<file path="src/rtl/if_stage_if.sv">
// Fetch-side memory bus for if_stage.
// The master drives the request; the slave returns the data.
interface if_stage_if #(
  parameter int DATA_W = 32
);
  logic [DATA_W-1:0] Mem_Addr;
  logic              Mem_Req;
  logic              Mem_Ack;
  logic [DATA_W-1:0] Mem_Data;

  modport master (
    output Mem_Addr,
    output Mem_Req,
    input  Mem_Ack,
    input  Mem_Data
  );

  modport slave (
    input  Mem_Addr,
    input  Mem_Req,
    output Mem_Ack,
    output Mem_Data
  );
endinterface

</file>
<file path="src/rtl/if_stage.sv">
// Instruction-fetch stage: PC, memory fetch handshake, IR write.
// Optional IF_FETCH_CNT_EN adds a saturating Fetch_Cnt output.
module if_stage #(
  parameter int                 DATA_W      = 32,
  parameter logic [DATA_W-1:0]  RESET_PC    = '0,
  parameter int                 MEM_TIMEOUT = 15
) (
  input  logic              CLK,
  input  logic              RST,
  input  logic              PC_LdEn,
  input  logic              PC_Sel,
  input  logic [DATA_W-1:0] Branch_Imm,
  if_stage_if.master        mem,
  output logic [DATA_W-1:0] IR_Data,
  output logic              IR_WE,
  output logic [DATA_W-1:0] PC,
  output logic              Busy,
  output logic              Fetch_Err
`ifdef IF_FETCH_CNT_EN
  ,
  output logic [15:0]       Fetch_Cnt
`endif
);

  typedef enum logic [2:0] {
    BOOT  = 3'd0,
    FETCH = 3'd1,
    LOAD  = 3'd2,
    READY = 3'd3,
    ERR   = 3'd4
  } state_t;

  localparam logic [7:0] TMO = 8'(MEM_TIMEOUT);

  state_t            state_q, state_d;
  logic [DATA_W-1:0] pc_q, pc_d;
  logic [DATA_W-1:0] ir_q, ir_d;
  logic [7:0]        wait_q, wait_d;
  logic [7:0]        wait_inc;
  logic [DATA_W-1:0] pc_plus4;
  logic [DATA_W-1:0] pc_branch;

  assign wait_inc  = wait_q + 8'd1;
  assign pc_plus4  = pc_q + DATA_W'(4);
  assign pc_branch = pc_plus4 + (Branch_Imm << 2);

  // Next state, PC, IR capture and wait counter.
  always_comb begin
    state_d = state_q;
    pc_d    = pc_q;
    ir_d    = ir_q;
    wait_d  = wait_q;
    unique case (state_q)
      BOOT: begin
        state_d = FETCH;
      end
      FETCH: begin
        if (mem.Mem_Ack) begin
          ir_d    = mem.Mem_Data;
          wait_d  = '0;
          state_d = LOAD;
        end else begin
          wait_d = wait_inc;
          if (wait_inc == TMO) begin
            state_d = ERR;
          end
        end
      end
      LOAD: begin
        state_d = READY;
      end
      READY: begin
        if (PC_LdEn) begin
          pc_d    = PC_Sel ? pc_branch : pc_plus4;
          wait_d  = '0;
          state_d = FETCH;
        end
      end
      ERR: begin
        state_d = ERR;
      end
      default: begin
        state_d = ERR;
      end
    endcase
  end

  // State, PC, IR and wait counter registers.
  always_ff @(posedge CLK) begin
    if (RST) begin
      state_q <= BOOT;
      pc_q    <= RESET_PC;
      ir_q    <= '0;
      wait_q  <= '0;
    end else begin
      state_q <= state_d;
      pc_q    <= pc_d;
      ir_q    <= ir_d;
      wait_q  <= wait_d;
    end
  end

  // Moore outputs decoded from the state register.
  always_comb begin
    mem.Mem_Req = 1'b0;
    IR_WE       = 1'b0;
    Busy        = 1'b1;
    Fetch_Err   = 1'b0;
    unique case (state_q)
      FETCH:   mem.Mem_Req = 1'b1;
      LOAD:    IR_WE       = 1'b1;
      READY:   Busy        = 1'b0;
      ERR:     Fetch_Err   = 1'b1;
      default: ;
    endcase
  end

  assign mem.Mem_Addr = pc_q;
  assign PC           = pc_q;
  assign IR_Data      = ir_q;

`ifdef IF_FETCH_CNT_EN
  logic [15:0] fcnt_q, fcnt_d;

  // Count completed fetches; saturate rather than wrap.
  always_comb begin
    fcnt_d = fcnt_q;
    if (state_q == LOAD && fcnt_q != 16'hFFFF) begin
      fcnt_d = fcnt_q + 16'd1;
    end
  end

  // Fetch counter register.
  always_ff @(posedge CLK) begin
    if (RST) begin
      fcnt_q <= '0;
    end else begin
      fcnt_q <= fcnt_d;
    end
  end

  assign Fetch_Cnt = fcnt_q;
`endif

endmodule

</file>
<file path="src/flat_wrapper.sv">
// flat-port wrapper written by rule: the top's interface ports become plain ports
module if_stage_flat 
#(
  parameter int                 DATA_W      = 32,
  parameter logic [DATA_W-1:0]  RESET_PC    = '0,
  parameter int                 MEM_TIMEOUT = 15
)
  (CLK, RST, PC_LdEn, PC_Sel, Branch_Imm, IR_Data, IR_WE, PC, Busy, Fetch_Err, mem_Mem_Addr, mem_Mem_Req, mem_Mem_Ack, mem_Mem_Data);
  if_stage_if #(.DATA_W(DATA_W)) mem_i ();
  input  logic CLK;
  input  logic RST;
  input  logic PC_LdEn;
  input  logic PC_Sel;
  input  logic [DATA_W-1:0] Branch_Imm;
  output logic [DATA_W-1:0] IR_Data;
  output logic IR_WE;
  output logic [DATA_W-1:0] PC;
  output logic Busy;
  output logic Fetch_Err;
  output wire logic [$bits(mem_i.Mem_Addr)-1:0] mem_Mem_Addr;
  output wire logic [$bits(mem_i.Mem_Req)-1:0] mem_Mem_Req;
  input wire logic [$bits(mem_i.Mem_Ack)-1:0] mem_Mem_Ack;
  input wire logic [$bits(mem_i.Mem_Data)-1:0] mem_Mem_Data;
  assign mem_Mem_Addr = mem_i.Mem_Addr;
  assign mem_Mem_Req = mem_i.Mem_Req;
  assign mem_i.Mem_Ack = mem_Mem_Ack;
  assign mem_i.Mem_Data = mem_Mem_Data;
  if_stage #(.DATA_W(DATA_W), .RESET_PC(RESET_PC), .MEM_TIMEOUT(MEM_TIMEOUT)) u_core (.CLK(CLK), .RST(RST), .PC_LdEn(PC_LdEn), .PC_Sel(PC_Sel), .Branch_Imm(Branch_Imm), .mem(mem_i), .IR_Data(IR_Data), .IR_WE(IR_WE), .PC(PC), .Busy(Busy), .Fetch_Err(Fetch_Err));
endmodule
</file>
<file path="config.mk">
export PLATFORM = sky130hd
export DESIGN_NAME = if_stage_flat
export DESIGN_NICKNAME = d
export VERILOG_FILES = /design/src/rtl/if_stage_if.sv /design/src/rtl/if_stage.sv /design/src/flat_wrapper.sv
export SDC_FILE = /design/constraint.sdc
export NUM_CORES = 1
export LEC_CHECK = 0
export CORE_MARGIN = 1
export CORE_UTILIZATION = 49
export CTS_CLUSTER_DIAMETER = 60
export DETAILED_ROUTE_END_ITERATION = 8
export PLACE_DENSITY_LB_ADDON = 0.2
export RECOVER_POWER = 25
export SYNTH_ARGS = -nofsm -noshare
export SYNTH_HDL_FRONTEND = slang
export SYNTH_SLANG_ARGS = --single-unit
</file>
<file path="constraint.sdc">
create_clock -name CLK -period 4.04 [get_ports CLK]
set_input_delay 0.404 -clock CLK [delete_from_list [all_inputs] [get_ports CLK]]
set_output_delay 0.404 -clock CLK [all_outputs]
set_load 0.01 [all_outputs]
</file>
After elaboration in Yosys (flattened, before gate mapping)
Cells that the tools add are included. W data, S select, Z words.

Add/subtract/negate cells: 3. Equal/unequal tests: 7. Mux-type cells: 12. Reduce and logical (&&, ||, !) cells: 6.

Operator list (number): $add A32 B3 Y32 const B (1); $add A32 B32 Y32 (1); $mux W32 (1); $mux W8 (2); $pmux W8 S2 (1); $pmux W3 S4 (1); $mux W3 (3); $add A8 B1 Y8 const B (1); $eq A8 B4 Y1 const B (1); $reduce_and A2 Y1 (4); $eq A3 B2 Y1 const B (2); $mux W1 (4); $eq A3 B1 Y1 const B (1); $eq A3 B3 Y1 const B (1); $logic_not A3 Y1 (1); $ne A3 B2 Y1 const B (1); $ne A2 B2 Y1 const B (1); $reduce_bool A2 Y1 (1).

Register bits: 75. Input bits: 69. Output and inout port bits: 100. Logic and storage cells: 32.

Longest topological paths before layout
Gate-level depths: netlist (run 1).

Depth in word-level cells: 5. Mapped depth: 19. Mapped depth without buffers: 16.

Worst setup path before layout (run 1)
No wires, ideal clock.

Path type: register -> register. Start point: register u_core.pc_q[4], in the netlist u_core.PC[4]. End point: register u_core.pc_q[31], in the netlist u_core.PC[31]. Library setup time: 0.123 ns. Data arrival time: 3.709 ns. Data required time: 3.917 ns. Slack: 0.208 ns. Stages on the path, launching flop included: 20. Buffers on the path: 3. Period minus slack after synthesis: 3.832 ns. Path through: dfxtp_1 -> and4_4 -> nand4_2 -> inv_2 -> and4_1 -> buf_4 -> and3_1 -> buf_2 -> nand3_1 -> xnor2_1 -> ha_1 -> clkbuf_1 -> a21o_1 -> a21o_1 -> a41oi_1 -> a21o_1 -> a21oi_1 -> mux2i_1 -> mux2i_1 -> mux2_1.

Longest elaborated chain between the ends: 3.

RTL lines: from (decl) (RTL line if_stage.sv:36) `logic [DATA_W-1:0] pc_q, pc_d;`; from (signal assigned) (RTL line if_stage.sv:97) `pc_q <= pc_d;`; $add A32 B3 Y32 (*) (RTL line if_stage.sv:44) `assign pc_plus4 = pc_q + DATA_W'(4);`; $add A32 B32 Y32 (RTL line if_stage.sv:45) `assign pc_branch = pc_plus4 + (Branch_Imm << 2);`; $mux W32 (*) (RTL line if_stage.sv:74) `pc_d = PC_Sel ? pc_branch : pc_plus4;`.

Every way passes the cells marked *; elsewhere a longest branch is shown, timed or not. A chain may end at the register's enable or synchronous reset.

Final worst setup path (run 1)
Start point: register u_core.pc_q[7], in the netlist u_core.PC[7]. End point: register u_core.pc_q[27], in the netlist u_core.PC[27].

The elaborated chain is that of the path after synthesis.

==> run metrics, run 1 <==
met1 WL=6700 um; max layer used=met4; Synthesis Warnings=0; Core Region=11400 um2; worst reg2reg startpoint=u_core.PC[7]; Avg Inst Size Synth=7.50 um2; Hold Startpoint=u_core.IR_Data[24]; arrival time worst endpoint=4.06 ns; drt pass-1 iters=5; Mapped Cells=762; WL/cell=15.7 um; drt total wl=16300 um; Reg clk slew, reported paths=0.07 ns; clock root cell=clkbuf_16; GPL Wtd Cong=0.935; Final setup viols=0; Critical Path End Type=register; die width=110 um; Worst-Margin Slew=1.07 ns; top cell type's share of synthesized area=0.256; DIE HEIGHT=110 um; Setup Skew=0.00907 ns; WL met2=7740 um; remaining design rule violation count=0; period utilisation layout=0.946; min Tclk post-route=3.82 ns; port bufs=162; max_cap viols=0; Synth area leader=dfxtp_1; WP data required=4.28 ns; Synth Area in Compound Gates=0.235; relative max-transition margin=0.289; CTS Buf Count=9; CTS tree=done; most frequent cells in the layout=clkdlybuf4s50_1 (126), nand2_1 (118), a21oi_1 (88), dfxtp_1 (73), nor2_1 (60); met3 WL=1460 um; xor-xnor portion of the synthesized cell area=0.0780; Peak VDD IR=0.283 mV; first-pass GRT wire length=26100 um; gr usage total=0.274; Async SR Flop Fraction=0; final hold slack=0.450 ns; Fmax achieved=0.262 GHz; CTS sink cnt=73; Pleak=3.20 nW; P&R area growth vs syn=34.1%; cell count after placement=1020; H-tree levels=3; Fillers=950; number of global-route vias before repair=5666; largest net degree at the start of global routing=56; Synth Area in Simple Gates=0.239; Layout Cells excl Fill=1039; vias per cell=5.66; synthesized area=5710 um2; commonest non-fill, non-tap cell in the layout=clkdlybuf4s50_1; GR Overflow Total=0; Post-Synth Adder-Cell Area=0.0889; DR iter-0 viols=391; register bit total from synthesis=73; final hold violations=0; row cnt=39; initial core utilization=0.502; # diodes=0; RSZ-0062 raised after global routing=true; post-synth cell types=72; number of I/O pins=169; share of layout cells above drive strength 1=0.0826; Worst-Skew Late Latency=0.35 ns; CP Class=reg -> reg; HPWL Detailed=11800 um; PwrDens=272 nW/um2; post-synthesis mux area share=0.0145; top_reg_cell synth=dfxtp_1; die footprint=12100 um2; initial antenna violation count=0; status=complete, no violations; largest family of logic cells by synthesized area=simple AND/OR/NAND/NOR gates; CP max FO=5; clk buf depth=2; NumNets Final=1000; post-synthesis sequential area ratio=0.256; CP startpoint=u_core.PC[7]; max-slew violations=0; top cells by area, synth=dfxtp_1 (26%), ha_1 (8.5%), nand2_1 (7.8%), a21oi_1 (7.7%), buf_4 (4.7%); Worst setup SP type=register; vias after detailed routing=5883; Min-Delay Path Class=reg -> reg; Post-synth EDFFs=0; Antenna Nets Post-Route=0
## power by group
part | internal (mW) | switching [mW] | total, mW
clock network | 0.567 | 0.354 | 0.921
logic | 0.189 | 0.203 | 0.392
registers | 0.748 | 0.0210 | 0.769
total | 1.50 | 0.579 | 2.08
## synthesized netlist by cell type, drive strengths merged, types with 3 or more instances
cell type / instances
nand2: 118
a21oi: 90
dfxtp: 73
nor2: 64
buf: 44
ha: 39
o21ai: 37
clkbuf: 31
xnor2: 26
nand3: 25
xor2: 24
a21o: 19
nor3: 16
and3: 14
inv: 13
nor2b: 11
o21a: 11
a211oi: 9
nand4: 8
a22oi: 7
a31oi: 6
mux2i: 6
o21bai: 6
a41oi: 5
nand2b: 5
nand3b: 5
and4: 4
nor4: 4
o31ai: 4
or3: 4
a2111oi: 3
a211o: 3
and2: 3
## per-layer routing
metal / vias up / GRT usage
met3: 30 / 0.0741
met2: 254 / 0.466
met5: - / 0
li1: 2913 / -
met1: 2686 / 0.322
met4: 0 / 0.122
## sequential cells by signal (all words and copies together), names as in the netlist
name	cells
u_core.wait_q	8
u_core.state_q	3
u_core.PC	30
u_core.IR_Data	32
## final timing paths
path / end / slack [ns] / cells after the start
worst max-delay path: u_core.PC[27] / 0.22 / 16
worst max register to register: u_core.PC[27] / 0.22 / 16
worst min-delay path: u_core.IR_Data[24] / 0.45 / 2
worst min register to register: u_core.IR_Data[24] / 0.45 / 2
## cell families after synthesis
family                     count (synthesis)
AOI/OAI and AO/OA                        214
xor gates and xnor gates                  50
adders and majority gates                 40
buffers and inverters                     88
DFF                                       73
muxes                                      8
other                                      1
and+or+nand+nor                          288
## per-stage QoR
step / total power, mW / area [um2] / setup TNS (ns) / utilization / setup WS [ns]
CTS: 2.10 / 7580 / 0 / 0.667 / 0.0366
finish: 2.08 / 7660 / 0 / 0.674 / 0.216
global placement: 1.17 / 7250 / 0 / 0.638 / 0.211
detailed placement: 1.18 / 7250 / 0 / 0.638 / 0.0584
floorplan: 1.01 / 5720 / 0 / - / 0.208
global route: 2.16 / 7660 / -0.0389 / 0.674 / -0.0260
## critical path, cell delays in order (launching register included)
cell,delay (ns)
dfxtp_1,0.33
and4_4,0.28
and4_4,0.28
nand3_4,0.10
nor2_1,0.12
xor2_1,0.22
ha_1,0.33
buf_4,0.16
nand2_1,0.05
o21ai_1,0.09
a22oi_2,0.25
nand3_2,0.16
o31ai_4,0.30
or3b_1,0.38
a21oi_1,0.19
xor2_1,0.09
a2111oi_1,0.39
## cell type report
cell class	count	area [um2]	share of cell area
clock buffer	10	239	0.0312
timing repair buffer	190	1820	0.238
inverter	13	48.8	0.00637
sequential	73	1460	0.191
clock inverter	6	95.1	0.0124
multi-input combinational	604	3810	0.498
tap	143	179	0.0234
## what timing repair did
item                                    in CTS  in global routing
endpoints found under the setup margin       0                  3
setup buffers                                0                  3
gates resized for setup                      0                 15
hold buffers                                 0                  0
Power figures use the tool's default switching activity.
==> run 2: changes to the inputs <==
CTS_CLUSTER_DIAMETER = 100   (was 60)
==> results of run 2 <==
Same layout as run 1: the final DEF is identical, and so are final timing and power.
